`src/rtl/minibus_master_bridge.sv`:
```
// Core-side load/store port to Mini-Bus master: one outstanding request, timeout on missing ack,
// lane extraction with sign/zero extension on loads, early rejection of illegal or misaligned requests.
module minibus_master_bridge #(
   parameter int unsigned ADDR_WIDTH     = 32,
   parameter int unsigned DATA_WIDTH     = 32,
   parameter int unsigned TIMEOUT_CYCLES = 16
) (
   input  logic                  clk,
   input  logic                  rst,
   input  logic                  cpu_req_valid,
   output logic                  cpu_req_ready,
   input  logic                  cpu_req_wen,
   input  logic [ADDR_WIDTH-1:0] cpu_req_addr,
   input  logic [1:0]            cpu_req_width,
   input  logic                  cpu_req_signed,
   input  logic [DATA_WIDTH-1:0] cpu_req_wdata,
   output logic                  cpu_resp_valid,
   output logic                  cpu_resp_err,
   output logic [DATA_WIDTH-1:0] cpu_resp_rdata,
   output logic                  mb_wen,
   output logic                  mb_ren,
   output logic [ADDR_WIDTH-1:0] mb_addr,
   output logic [1:0]            mb_width,
   output logic [DATA_WIDTH-1:0] mb_wdata,
   input  logic                  mb_ack,
   input  logic                  mb_err,
   input  logic [DATA_WIDTH-1:0] mb_rdata
);

   localparam int unsigned CW = (TIMEOUT_CYCLES > 2) ? $clog2(TIMEOUT_CYCLES) : 1;
   localparam logic [CW-1:0] CNT_LAST = CW'(TIMEOUT_CYCLES - 1);

   localparam logic [1:0] W_BYTE = 2'b00;
   localparam logic [1:0] W_HALF = 2'b01;
   localparam logic [1:0] W_WORD = 2'b10;

   typedef enum logic [1:0] {
      S_IDLE = 2'd0,
      S_BUS  = 2'd1,
      S_RESP = 2'd2
   } state_e;

   state_e                state_q, state_d;
   logic [CW-1:0]         cnt_q, cnt_d;
   logic                  wen_q, wen_d;
   logic [ADDR_WIDTH-1:0] addr_q, addr_d;
   logic [1:0]            width_q, width_d;
   logic                  signed_q, signed_d;
   logic [DATA_WIDTH-1:0] wdata_q, wdata_d;
   logic                  err_q, err_d;
   logic [DATA_WIDTH-1:0] rdata_q, rdata_d;

   logic                  req_bad;
   logic [7:0]            byte_v;
   logic [15:0]           half_v;
   logic [DATA_WIDTH-1:0] load_v;

   always_comb begin
      req_bad = 1'b0;
      case (cpu_req_width)
         W_HALF:  req_bad = cpu_req_addr[0];
         W_WORD:  req_bad = (cpu_req_addr[1:0] != 2'b00);
         W_BYTE:  req_bad = 1'b0;
         default: req_bad = 1'b1;
      endcase
   end

   // Slaves return the whole aligned word; pick the lane addressed by the low address bits.
   always_comb begin
      byte_v = mb_rdata[7:0];
      case (addr_q[1:0])
         2'd1:    byte_v = mb_rdata[15:8];
         2'd2:    byte_v = mb_rdata[23:16];
         2'd3:    byte_v = mb_rdata[31:24];
         default: byte_v = mb_rdata[7:0];
      endcase
      half_v = addr_q[1] ? mb_rdata[31:16] : mb_rdata[15:0];
      case (width_q)
         W_BYTE:  load_v = {{(DATA_WIDTH-8){signed_q & byte_v[7]}}, byte_v};
         W_HALF:  load_v = {{(DATA_WIDTH-16){signed_q & half_v[15]}}, half_v};
         default: load_v = mb_rdata;
      endcase
   end

   always_comb begin
      state_d  = state_q;
      cnt_d    = cnt_q;
      wen_d    = wen_q;
      addr_d   = addr_q;
      width_d  = width_q;
      signed_d = signed_q;
      wdata_d  = wdata_q;
      err_d    = err_q;
      rdata_d  = rdata_q;
      case (state_q)
         S_IDLE: begin
            if (cpu_req_valid) begin
               wen_d    = cpu_req_wen;
               addr_d   = cpu_req_addr;
               width_d  = cpu_req_width;
               signed_d = cpu_req_signed;
               wdata_d  = cpu_req_wdata;
               if (req_bad) begin
                  err_d   = 1'b1;
                  rdata_d = '0;
                  state_d = S_RESP;
               end else begin
                  cnt_d   = '0;
                  state_d = S_BUS;
               end
            end
         end
         S_BUS: begin
            // An ack in the final timeout cycle still completes normally.
            if (mb_ack) begin
               err_d   = mb_err;
               rdata_d = (wen_q || mb_err) ? '0 : load_v;
               state_d = S_RESP;
            end else if (cnt_q == CNT_LAST) begin
               err_d   = 1'b1;
               rdata_d = '0;
               state_d = S_RESP;
            end else begin
               cnt_d = cnt_q + 1'b1;
            end
         end
         S_RESP: begin
            state_d = S_IDLE;
         end
         default: begin
            state_d = S_IDLE;
         end
      endcase
   end

   always_ff @(posedge clk or posedge rst) begin
      if (rst) begin
         state_q  <= S_IDLE;
         cnt_q    <= '0;
         wen_q    <= 1'b0;
         addr_q   <= '0;
         width_q  <= '0;
         signed_q <= 1'b0;
         wdata_q  <= '0;
         err_q    <= 1'b0;
         rdata_q  <= '0;
      end else begin
         state_q  <= state_d;
         cnt_q    <= cnt_d;
         wen_q    <= wen_d;
         addr_q   <= addr_d;
         width_q  <= width_d;
         signed_q <= signed_d;
         wdata_q  <= wdata_d;
         err_q    <= err_d;
         rdata_q  <= rdata_d;
      end
   end

   logic in_bus, in_resp;
   assign in_bus  = (state_q == S_BUS);
   assign in_resp = (state_q == S_RESP);

   assign cpu_req_ready  = (state_q == S_IDLE);
   assign cpu_resp_valid = in_resp;
   assign cpu_resp_err   = in_resp & err_q;
   assign cpu_resp_rdata = in_resp ? rdata_q : '0;

   assign mb_wen   = in_bus & wen_q;
   assign mb_ren   = in_bus & ~wen_q;
   assign mb_addr  = in_bus ? addr_q  : '0;
   assign mb_width = in_bus ? width_q : '0;
   assign mb_wdata = in_bus ? wdata_q : '0;

endmodule

```
`config.mk`:
```
export PLATFORM = sky130hd
export DESIGN_NAME = minibus_master_bridge
export DESIGN_NICKNAME = d
export VERILOG_FILES = /design/src/rtl/minibus_master_bridge.sv
export SDC_FILE = /design/constraint.sdc
export NUM_CORES = 1
export LEC_CHECK = 0
export CAP_MARGIN = 20
export CORE_MARGIN = 5
export CORE_UTILIZATION = 48
export DETAILED_ROUTE_END_ITERATION = 7
export GPL_TIMING_DRIVEN = 0
export PLACE_DENSITY = 0.86
export SYNTH_ARGS = -nofsm -noshare
export SYNTH_HDL_FRONTEND = slang
export SYNTH_SLANG_ARGS = --single-unit
```
`constraint.sdc`:
```
create_clock -name clk -period 9.95 [get_ports clk]
set_input_delay 1.4925 -clock clk [delete_from_list [all_inputs] [get_ports clk]]
set_output_delay 1.4925 -clock clk [all_outputs]
set_load 0.01 [all_outputs]
```
# Word-level counts from Yosys, hierarchy flattened
# Index checks and enable logic that the tools add are counted.
dict set report word_totals {
  reg_bits 107
  inputBits 105
  output_inout_bits 103
  elab_cells 70
}
dict set report classes {
  n_eq_ne 15
  mux 29
  n_addsub 1
  n_reduce_logical 10
  n_bitwise 6
}
# op count
set op_table {}
lappend op_table {{$mux 32} 8}
lappend op_table {{$pmux 32 s2} 2}
lappend op_table {{$pmux 8 s3} 1}
lappend op_table {{$mux 16} 1}
lappend op_table {{$mux 4} 4}
lappend op_table {{$mux 2} 5}
lappend op_table {{$eq 2x1->1 const B} 4}
lappend op_table {{$eq 2x2->1 const B} 4}
lappend op_table {{$ne 2x2->1 const B} 4}
lappend op_table {{$pmux 4 s2} 1}
lappend op_table {{$logic_not 2->1} 3}
lappend op_table {{$and 1x1->1} 5}
lappend op_table {{$reduce_and 5->1} 1}
lappend op_table {{$add 4x1->4 const B} 1}
lappend op_table {{$eq 4x4->1 const B} 1}
lappend op_table {{$mux 1} 4}
lappend op_table {{$pmux 2 s2} 1}
lappend op_table {{$reduce_and 2->1} 2}
lappend op_table {{$reduce_and 4->1} 1}
lappend op_table {{$reduce_bool 2->1} 2}
lappend op_table {{$ne 3x2->1 const B} 1}
lappend op_table {{$pmux 1 s3} 1}
lappend op_table {{$ne 2x1->1 const B} 1}
lappend op_table {{$pmux 1 s2} 1}
lappend op_table {{2 further kinds} 2}

# Logic depth before layout (Yosys ltp)
# Gate-level depths: netlist of the first run.
dict set report logic_depth {
  ltp_word 7
  mapped_depth 6
  ltp_nobuf 5
}

# Worst setup path after synthesis of the first run
# OpenSTA, ideal clock, no wires.
dict set report synth_path {
  path_kind {input port to flip-flop}
  from {input port cpu_req_valid}
  to {register rdata_q[10]}
  stages 5
  arrival_time_ns 2.706
  required_time_ns 9.829
  path_buffers 2
  setup_slack_ns 7.123
  setup_time_ns 0.121
  path_cell_list {or3b_1 buf_2 o32a_4 buf_6 a22o_1}
}
dict set report synth_between {
  elab_chain_cells 2
}
# element line
set synth_lines {}
lappend synth_lines {{from (decl)} 10} ;# input logic cpu_req_valid,
lappend synth_lines {{$ne 2x2->1 (no line)} --}
lappend synth_lines {{$reduce_and 4->1 (no line)} --}
lappend synth_lines {{to (signal assigned)} 156} ;# rdata_q <= rdata_d;
lappend synth_lines {{to (decl)} 51} ;# logic [DATA_WIDTH-1:0] rdata_q, rdata_d;
# No other way between the ends.
# A chain may end at the register's enable or synchronous reset.

# Worst setup path after layout of the first run
dict set report layout_path {
  from {register width_q[1]}
  to {output port mb_width[1]}
}
dict set report layout_between {
  elab_chain_cells 1
}
# element line
set layout_lines {}
lappend layout_lines {{from (decl)} 47} ;# logic [1:0] width_q, width_d;
lappend layout_lines {{from (signal assigned)} 152} ;# width_q <= width_d;
lappend layout_lines {{$mux 2} 172} ;# assign mb_width = in_bus ? width_q : '0;
lappend layout_lines {{to (decl)} 23} ;# output logic [1:0] mb_width,
# No other way between the ends.

==> run summary, run 1 <==
In this run the core area contains 38 standard-cell rows. For the detailed-route DRC error count, the log shows 0. Tracing the worst setup path back leads to its startpoint at width_q[1]$_DFFE_PP0P_.

The clock arrives with 0.00822 ns of skew. The tree is rooted in a clkbuf_16. The critical path data arrival time is 2.58 ns, and the core footprint is 0.0110 mm^2.

The overall power after layout came out at 1520 uW. The final number of max-transition violations is 0, and the starting density of the core is 0.494. A synthesized cell averages 10.9 um^2.

The launch point of the worst reg-to-reg path is addr_q[1]$_DFFE_PP0P_. The first detailed-routing pass ran for 6 iterations. Overflow left after global routing: 0. The final setup TNS was 0 ns. The most critical setup path has its endpoint at mb_width[1].

The die boundary width is 116 um, and the clock latency of the later-clocked register in the worst-skew pair is 0.34 ns. Setup repair after global routing left no endpoint under its margin. Dividing the detail-routed wire length by the instance count gives 19.5 um.

Count of input and output buffers: 207. Static timing analysis puts the maximum clock frequency at 246 MHz. The setup check on the worst reg-to-reg path leaves a slack of 7.90 ns. The run gives 9 as the number of CTS-inserted buffers.

CTS saw 107 sinks. For this design, the CTS-stage hold fixing added 0 buffers. Measured along the y axis, the die boundary spans 116 um. Classification of the worst setup path: reg2out. The sequential fraction of the synthesis area is 0.493. The count of endpoints failing hold in the final timing report is 0, and the worst path required time is 8.46 ns.

Yosys mapped the design onto 36 distinct sky130hd cell types. Register clock-pin slew on the reported worst setup and hold paths: 0.07 ns. Placed wire-length estimate after detailed placement: 13000 um. Detailed routing inserted a total of 4793 vias.

The worst register-to-register path ends at rdata_q[21]$_DFFE_PP0P_. The path class of the tightest hold or removal check is reg2reg. Fill cells in the final layout number 808.

The kind of end point of the critical path is an output pin. Primary flip-flop cell chosen by synthesis mapping: dfrtp_1. The detail route stage leaves a number of antenna-violating nets equal to 0. STA classifies the critical path startpoint as a flop.

For the pin with the worst max-slew slack, the measured transition is 0.556 ns. The H-tree generated during clock tree synthesis spans 3 levels. Routability-driven placement finished with a final weighted congestion of 0.902. In this run, synthesis produced a sequential element count of 107.

The initial antenna violation count is 0. The count of routing violations after the opening detailed-route iteration is 329. The async set or reset register ratio after synthesis is 1.00, and the synthesis warning total is 0.

The share of final-layout standard cells stronger than drive strength 1 was 0.155; the area growth from synthesis to layout was 47.3%. The flow ran to the end, and the final reports show no timing, DRC or antenna violations. 208 I/O pins were placed. In this run the cell area of the synthesized design comes to 0.00543 mm^2.

Once the clock tree was built, the resizer swapped 0 gates to a different size. The final worst-path cycle share is 0.409. The floorplan die area is 0.0135 mm^2. The number of antenna diodes in the final layout is 0.

In the layout the commonest cells are clkdlybuf4s50_1 (207), dfrtp_1 (107), and2_1 (101), mux2_2 (69), nand2_1 (29). Worst max-slew margin expressed relative to the limit: 0.627. The final count of negative-setup-slack endpoints was 0; the number of nets produced by synthesis was 605. The analysis attributes to cell leakage a power of 0.00330 uW.

Entering global routing, the biggest net connects 74 pins. Final wirelength: 16800 um. Final-stage net count: 824.

The worst path needs 4.07 ns of the cycle, external delays included. After technology mapping, the gate count stands at 499. Via count of the first global-routing pass: 5186. Max-cap violations in this run came to 0. Counting along the longest clock path gives a buffer depth of 2.

The largest voltage drop on the vdd net was 116 uV. The post-CTS setup repair buffer count was 0; the global routing usage summed across all routing layers was 0.253. TritonCTS built the clock tree. For the worst flop-to-flop path, the logic depth is 6. Yosys mapped a number of flops with a built-in enable equal to 0.

The number of vias per cell is 5.55, and the wire length of the first global-routing pass is 26500 um. The largest fanout on the critical path was 10; the worst hold-check slack was 0.482 ns. Leaving out fill and tap cells, the most frequent cell in the layout is clkdlybuf4s50_1.

Power per standard cell area: 190 mW/mm^2.
==> worst max-delay path, cell delays in order, from the launching register on <==
cell	delay, ns
dfrtp_1	0.36
clkbuf_1	0.34
clkbuf_1	0.39
clkbuf_1	0.41
and2_1	0.21
clkdlybuf4s50_1	0.53
==> metrics by stage <==
stage | cell area [um^2] | util | setup WS (ns) | std cells
after floorplan | 5430 | - | 5.64 | 499
after global placement | 7670 | 0.699 | 4.09 | 846
after detailed placement | 7700 | 0.701 | 6.27 | 847
after CTS | 8000 | 0.728 | 5.87 | 863
after global routing | 8000 | 0.728 | 5.77 | 863
final | 8000 | 0.728 | 5.88 | 863
==> worst min-delay path by stage <==
stage,from,to,slack [ns],cells past startpoint
floorplan,rdata_q[28]$_DFFE_PP0P_,rdata_q[28]$_DFFE_PP0P_,0.44,2
finish,rdata_q[30]$_DFFE_PP0P_,rdata_q[30]$_DFFE_PP0P_,0.48,2
global placement,rdata_q[17]$_DFFE_PP0P_,rdata_q[17]$_DFFE_PP0P_,0.46,2
detailed placement,rdata_q[27]$_DFFE_PP0P_,rdata_q[27]$_DFFE_PP0P_,0.47,2
global route,rdata_q[30]$_DFFE_PP0P_,rdata_q[30]$_DFFE_PP0P_,0.50,2
CTS,rdata_q[27]$_DFFE_PP0P_,rdata_q[27]$_DFFE_PP0P_,0.48,2
==> metal layers <==
layer	wire [um]	vias to the layer above	GRT usage
met5	0	-	0
met4	478	0	0.0742
met3	2360	42	0.113
met2	8020	299	0.423
met1	5980	2291	0.294
li1	-	2161	-
==> flip-flops by register name, summed over array words and instances, names as in the netlist <==
name,cells
addr_q,32
rdata_q,32
wdata_q,32
cnt_q,4
state_q,2
width_q,2
err_q,1
signed_q,1
wen_q,1
==> area by class of cell <==
| cell class | count | area, um^2 | share of cell area |
|---|---|---|---|
| multi-input cells | 342 | 2540 | 0.318 |
| flip-flops and latches | 107 | 2680 | 0.335 |
| clock inverters | 7 | 66.3 | 0.00829 |
| plain buffers | 40 | 173 | 0.0216 |
| repair buffers | 208 | 2100 | 0.263 |
| well taps | 140 | 175 | 0.0219 |
| clock buffers | 9 | 225 | 0.0282 |
| inverters | 10 | 40.0 | 0.00501 |
==> report_power, final <==
part	internal [uW]	switching [uW]
sequential	546	62.3
combinational	291	258
clock	195	163
==> logic make-up after synthesis <==
group,after synthesis,share of synthesized area
AOI/OAI and AO/OA,84,0.0982
xor gates and xnor gates,1,0.00161
adders and majority gates,1,0.00231
buffers and inverters,50,0.0387
DFF,107,0.493
muxes,77,0.176
and+or+nand+nor,179,0.189
==> cell usage after synthesis (3+ instances only) <==
library cell | instances | area (um^2)
o22ai_1 | 8 | 50.1
o21ai_1 | 13 | 65.1
inv_1 | 10 | 37.5
and2_1 | 101 | 632
mux4_2 | 8 | 180
a221o_1 | 8 | 80.1
buf_2 | 12 | 60.1
nor2_1 | 3 | 11.3
a22o_1 | 8 | 70.1
nand2_1 | 29 | 109
dfrtp_1 | 107 | 2680
o21ai_0 | 21 | 105
mux2_2 | 69 | 777
clkbuf_1 | 25 | 93.8
a21oi_1 | 18 | 90.1
a31oi_1 | 4 | 25.0
nand3_1 | 20 | 100
nor3_1 | 9 | 45.0
nor2b_1 | 5 | 31.3
No activity file was read; power rests on OpenSTA's default activity.
==> inputs of run 2 (changes only) <==
--- a/config.mk
+++ b/config.mk
@@ -7,10 +7,10 @@
 export LEC_CHECK = 0
 export CAP_MARGIN = 20
 export CORE_MARGIN = 5
-export CORE_UTILIZATION = 48
+export CORE_UTILIZATION = 40
 export DETAILED_ROUTE_END_ITERATION = 7
 export GPL_TIMING_DRIVEN = 0
-export PLACE_DENSITY = 0.86
+export PLACE_DENSITY = 0.77
 export SYNTH_ARGS = -nofsm -noshare
 export SYNTH_HDL_FRONTEND = slang
 export SYNTH_SLANG_ARGS = --single-unit
==> constraint.sdc (replaced) <==
create_clock -name clk -period 3.63 [get_ports clk]
set_input_delay 0.5445 -clock clk [delete_from_list [all_inputs] [get_ports clk]]
set_output_delay 0.5445 -clock clk [all_outputs]
set_load 0.01 [all_outputs]
==> run 2 against run 1 <==
  * Clock power rose to 3.0 times the previous value
  * Die area rose by 18%
  * Global-route usage is 3.5 points lower
  * Routed wire length up 3.5%
  * Critical path type unchanged
==> run summary, run 2 (synthesis results as in run 1) <==
Dividing total power by cell area gives a power density of 528 mW/mm^2. After global routing the overflow that remains totals 0. The global routing usage summed across all routing layers was 0.218; the count of endpoints failing hold in the final timing report was 0. For the leakage power figure, the log shows 0.00332 uW. The count of input and output buffers is 207, and the number of antenna repair diodes is 0. The most frequent standard cell in the layout excluding fill and tap cells is clkdlybuf4s50_1.

The tools report the first-pass detailed-route iteration total as 5. Setup repair after global routing left no endpoint under its margin. The register clock-pin slew on the reported worst setup and hold paths is 0.07 ns. Time the worst path needs with I/O delays and setup: 3.26 ns.

The floorplan step defined a core boundary enclosing 0.0133 mm^2. The final setup TNS is 0 ns, and the total of cells resized after clock tree synthesis is 0. The worst setup path is launched from a flop. The startpoint identified for the worst hold timing path is rdata_q[19]$_DFFE_PP0P_.

The reg-to-reg setup timing slack came out at 1.54 ns. Broken down by cell family, the worst path's largest delay share belongs to buffers and inverters. In this run the worst path has a maximum fanout of 10. The clock passes through at most 2 buffers.

The final cell utilization of the core came out at 0.607. From bottom edge to top edge, the die measures 126 um. The endpoint identified for the worst register-to-register timing path is addr_q[29]$_DFFE_PP0P_.

The final cell count without fillers is 899, and the initial antenna violation count is 0. In this run, placement finished with an instance count of 883. Setup violations remaining at the end of the flow were counted as 0. For the worst flop-to-flop path, the logic depth is 4. Kind of end point of the critical path: an output pin.

The run gives 0 as the count of hold-fix buffers inserted at cts. The run gives 107 as the number of clock sinks. The setup path with the least slack is of type reg2out. Entering global routing, the biggest net connects 58 pins. In the final layout, the registers with the most flip-flops are addr_q (32), rdata_q (32), wdata_q (32).

For the final-stage net count, the log shows 824. The tool flagged a number of max-cap violations equal to 0. The number of buffers and inverters on the critical path came out at 4.

The final worst-path cycle share was 0.897; the largest voltage drop on the vdd net was 302 uV. The H-tree generated during clock tree synthesis spans 3 levels. For the worst max-slew margin expressed relative to the limit, the log shows 0.503. The fmax was 307 MHz; the area growth from synthesis to layout was 48.8%. Post-layout instance area: 0.00807 mm^2.

For the final wirelength, the log shows 17400 um. By instance count, the cell type seen most on the critical path is clkbuf_1. CTS root buffer: clkbuf_16.

The placed wire-length estimate after detailed placement was 13500 um; the number of primary I/O pins was 208. The launch point of the worst reg-to-reg path was state_q[1]$_DFFE_PP0P_. In the routed design, unresolved DRC markers number 0. At the pin with the least slew margin, the transition time is 0.745 ns.

The count of nets left with antenna violations once routing finished came out at 0. The start point of the critical path was width_q[1]$_DFFE_PP0P_. The final number of max-transition violations came out at 0. Clock skew on the completed layout was measured at 0.00923 ns. The worst path required time is 3.09 ns, and the starting density of the core is 0.408.

In the final routed layout, each cell accounts on average for 19.4 um. The via count of the first global-routing pass is 5085. The run gives 27400 um as the wire length of the first global-routing pass.

The share of final-layout standard cells stronger than drive strength 1 is 0.155. For hold timing, the worst endpoint is rdata_q[19]$_DFFE_PP0P_. The slowest stage of the critical path is the clkdlybuf4s50_1 cell. The logs give 0.893 for the final weighted congestion in routability-driven placement and 0.00775 mm^2 for the cell area after placement. The logs give 2.71 ns for the critical path data arrival time and 0.36 ns for the clock latency of the later-clocked register in the worst-skew pair. In this run the horizontal extent of the chip is 126 um.

In this design, the stage delay of the slowest critical-path cell is 0.55 ns. Counting instances, the worst hold path has a depth of 2. The flow ran to the end, and the final reports show no timing, DRC or antenna violations. TritonCTS built the clock tree. The top cell types in the final layout, fill and taps aside, are clkdlybuf4s50_1 (207), dfrtp_1 (107), and2_1 (101), mux2_2 (69), nand2_1 (29). The floorplan has 42 rows. The count of routing violations after the opening detailed-route iteration is 404. Detailed routing inserted a total of 4738 vias. Traced cell by cell, the critical path runs through clkbuf_1 -> clkbuf_1 -> clkbuf_1 -> and2_1 -> clkdlybuf4s50_1. The worst hold path class was reg2reg. Once the clock tree was built, the setup fixing pass inserted 0 buffers. The floorplan step defined a die boundary enclosing 0.0160 mm^2. Using the TritonRoute via totals, the vias-per-cell ratio works out to 5.27.

Clock tree synthesis inserted a total of 9 buffers.
-- run 2: worst max path at each step --
stage | to | slack (ns) | cells past startpoint
after global routing | mb_width[1] | 0.22 | 5
after detailed placement | mb_width[1] | 0.78 | 5
after floorplan | addr_q[0]$_DFFE_PP0P_ | 0.27 | 1
final | mb_width[1] | 0.37 | 5
after CTS | mb_width[1] | 0.36 | 5
after global placement | addr_q[11]$_DFFE_PP0P_ | -1.26 | 2
-- run 2: where the power goes --
| part | total [uW] | internal (uW) | switching [uW] |
|---|---|---|---|
| clock network | 1080 | 624 | 456 |
| logic | 1520 | 797 | 723 |
| registers | 1660 | 1500 | 166 |
-- run 2: worst register-to-register path, cell delays in order (launching register included) --
cell      delay [ns]
dfrtp_1         0.44
nor3b_1         0.27
clkbuf_1        0.49
buf_2           0.40
mux2_2          0.39
-- run 2: layer usage --
metal  global-route usage  share of wire  up-vias
li1                     -              -     2172
met1                0.255           0.39     2282
met2                0.348           0.46      245
met3               0.0933           0.12       39
met4               0.0978          0.030        0
met5                    0              0        -
-- run 2: metrics by stage --
step,setup slack (ns),power (uW),hold WS [ns]
after floorplan,0.268,2540,0.441
after global placement,-1.26,3140,0.457
after detailed placement,0.780,3210,0.467
after CTS,0.361,4290,0.483
after global routing,0.217,4500,0.504
final,0.373,4260,0.479
-- run 2: cell type report --
class	count	area [um^2]
flip-flops and latches	107	2680
clock buffers	10	239
inverters	10	40.0
well taps	176	220
fillers	1100	5220
multi-input cells	342	2540
clock inverters	6	86.3
repair buffers	208	2100
plain buffers	40	173
==> inputs of run 3 (changes only) <==
--- a/config.mk
+++ b/config.mk
@@ -7,10 +7,9 @@
 export LEC_CHECK = 0
 export CAP_MARGIN = 20
 export CORE_MARGIN = 5
-export CORE_UTILIZATION = 40
+export CORE_UTILIZATION = 24
 export DETAILED_ROUTE_END_ITERATION = 7
 export GPL_TIMING_DRIVEN = 0
-export PLACE_DENSITY = 0.77
 export SYNTH_ARGS = -nofsm -noshare
 export SYNTH_HDL_FRONTEND = slang
 export SYNTH_SLANG_ARGS = --single-unit
==> run 3 against run 2 <==
  * Maximum frequency is 1.3% higher
  * Hold slack worse by 0.0026 ns
  * Die area is 61% higher
  * Critical endpoint unchanged
  * Highest routed layer is now met5
  * Routed wire length is 3.9% higher
==> run summary, run 3 (synthesis results as in run 1) <==
The analysis attributes to cell leakage a power of 0.00330 uW. The wire-length estimate of the detail-placed layout is 13600 um. The logs give 217 for the count of routing violations after the opening detailed-route iteration and 1 for the initial antenna violation count. Data arrives at the worst endpoint at 2.67 ns. Setup violations remaining at the end of the flow were counted as 0. The worst path required time was 3.09 ns. In the final layout, the registers with the most flip-flops are addr_q (32), rdata_q (32), wdata_q (32). Met1 global-route usage: 0.175. TritonCTS created 9 clock buffers. The time the worst path needs with I/O delays and setup came out at 3.22 ns. Clock-pin slew was measured on the worst setup and hold paths at 0.08 ns. Routability-driven placement finished with a final weighted congestion of 0.846. 208 I/O pins were placed. The floorplan step set the die height to 160 um.

met2 is the most crowded layer. The power per standard cell area was 511 mW/mm^2. The flow ran to the end, and the final reports show no timing, DRC or antenna violations. Summed over all layers, the routed wires come to 18100 um. The fmax was 311 MHz. After detailed routing, the number of remaining DRC violations is 0.

The first global-routing pass estimated 28300 um of wire. The count of placed standard cells including taps is 992. Starting density of the core: 0.242.

The largest net degree at the start of global routing came out at 83. The library cells used most frequently in the layout, excluding fill and tap cells, are clkdlybuf4s50_1 (207), dfrtp_1 (107), and2_1 (101), mux2_2 (69), nand2_1 (29). The largest voltage drop on the vdd net is 230 uV, and the area growth from synthesis to layout is 50.7%. The tools report the final cell utilization of the core as 0.365. The clock latency of the later-clocked register in the worst-skew pair is 0.35 ns. The final worst-path cycle share was 0.886; the count of H-tree levels built during CTS was 3.

The total area inside the core boundary comes to 0.0224 mm^2. The number of clock sinks came out at 107. The global routing usage summed across all routing layers is 0.140. The worst setup path is launched from a flop. For the final number of max-transition violations, the log shows 0. In the final routed layout, each cell accounts on average for 18.0 um. Buffers added to address setup during post-CTS repair amount to 0. The total via count in the routed design was 4611. In this run the clock root is driven by a clkbuf_16. In this run the deepest clock path goes through 2 buffers.

The largest fanout on the critical path was 10; the overall power after layout was 4180 uW. The tools report the via count of the first global-routing pass as 4840. The floorplan has 55 rows.

Dividing the detail-routed via count by the number of cells gives 4.58. The first-pass detailed-route iteration total was 4. The met3 capacity usage during global routing is 0.0577, and the final cell count without fillers is 1007.

The total overflow left after global routing is 0. The tightest min-delay check is of the reg2reg type. After clock tree synthesis, the repair step resized 0 gates.

TritonCTS built the clock tree. The floorplan die area came out at 0.0257 mm^2. The slew at the pin with the worst max-slew slack came out at 0.635 ns. Share of final-layout standard cells stronger than drive strength 1: 0.152. By startpoint and endpoint, the worst setup path is classified as reg2out. For the remaining antenna violation count, the log shows 0. The count of endpoints failing hold in the final timing report was 0. The count of input and output buffers came out at 207. The worst max-slew margin expressed relative to the limit was 0.577. 0 antenna diodes ended up in the layout. The count of hold-fix buffers inserted at cts came out at 0. Setup repair after global routing left no endpoint under its margin. The library cell used most frequently in the layout, excluding fill and tap cells, is clkdlybuf4s50_1. In this run the horizontal extent of the chip is 160 um. Final setup TNS: 0 ns. The final setup skew came out at 0.00927 ns. The met2 track demand over resource was 0.226; the final-stage net count was 824. The worst setup path is captured at an output pin. The tools report the count of max-cap constraint violations as 0.
-- run 3: cell count changes in the layout (fill, tap and decap cells not counted), sizes merged --
cell    previous run  this run
bufinv             2         1
-- run 3: power breakdown --
part | internal [uW] | total (uW) | switching (uW) | leakage [uW]
sequential | 1500 | 1650 | 152 | 0.00133
clock | 538 | 1010 | 473 | 0.000139
combinational | 797 | 1520 | 723 | 0.00183
total | 2830 | 4180 | 1350 | 0.00330
-- run 3: layer usage --
metal | wire length, um | up-vias
met5 | 13 | -
met4 | 311 | 2
met3 | 1740 | 18
met2 | 8320 | 193
met1 | 7700 | 2219
li1 | - | 2179
-- run 3: area by class of cell --
type                    instances  area (um^2)
fillers                      2299        14300
flip-flops and latches        107         2680
multi-input cells             342         2540
repair buffers                208         2100
well taps                     285          357
clock buffers                  10          229
plain buffers                  40          173
clock inverters                 5         63.8
inverters                      10         42.5
-- run 3: final timing paths --
path	from	end	slack, ns	cells past startpoint
setup / recovery	width_q[1]$_DFFE_PP0P_	mb_width[1]	0.41	5
hold / removal	rdata_q[18]$_DFFE_PP0P_	rdata_q[18]$_DFFE_PP0P_	0.48	2
setup reg to reg	state_q[0]$_DFFE_PP0P_	addr_q[25]$_DFFE_PP0P_	1.50	4
hold reg to reg	rdata_q[18]$_DFFE_PP0P_	rdata_q[18]$_DFFE_PP0P_	0.48	2
max in group asynchronous	rst	addr_q[3]$_DFFE_PP0P_	2.38	3
min in group asynchronous	rst	rdata_q[4]$_DFFE_PP0P_	0.52	2
-- run 3: critical path, cell delays in order (launching register included) --
cell	delay (ns)
dfrtp_1	0.35
clkbuf_1	0.34
clkbuf_1	0.43
clkbuf_1	0.44
and2_1	0.22
clkdlybuf4s50_1	0.53
-- run 3: per-stage QoR --
| step | hold slack, ns | worst slack [ns] | area (um^2) |
|---|---|---|---|
| 2_1_floorplan | 0.441 | 0.268 | 5430 |
| 3_3_place_gp | 0.457 | -1.77 | 7860 |
| 3_5_place_dp | 0.466 | 0.757 | 7890 |
| 4_1_cts | 0.483 | 0.359 | 8180 |
| 5_1_grt | 0.492 | 0.221 | 8180 |
| 6_report | 0.477 | 0.414 | 8180 |
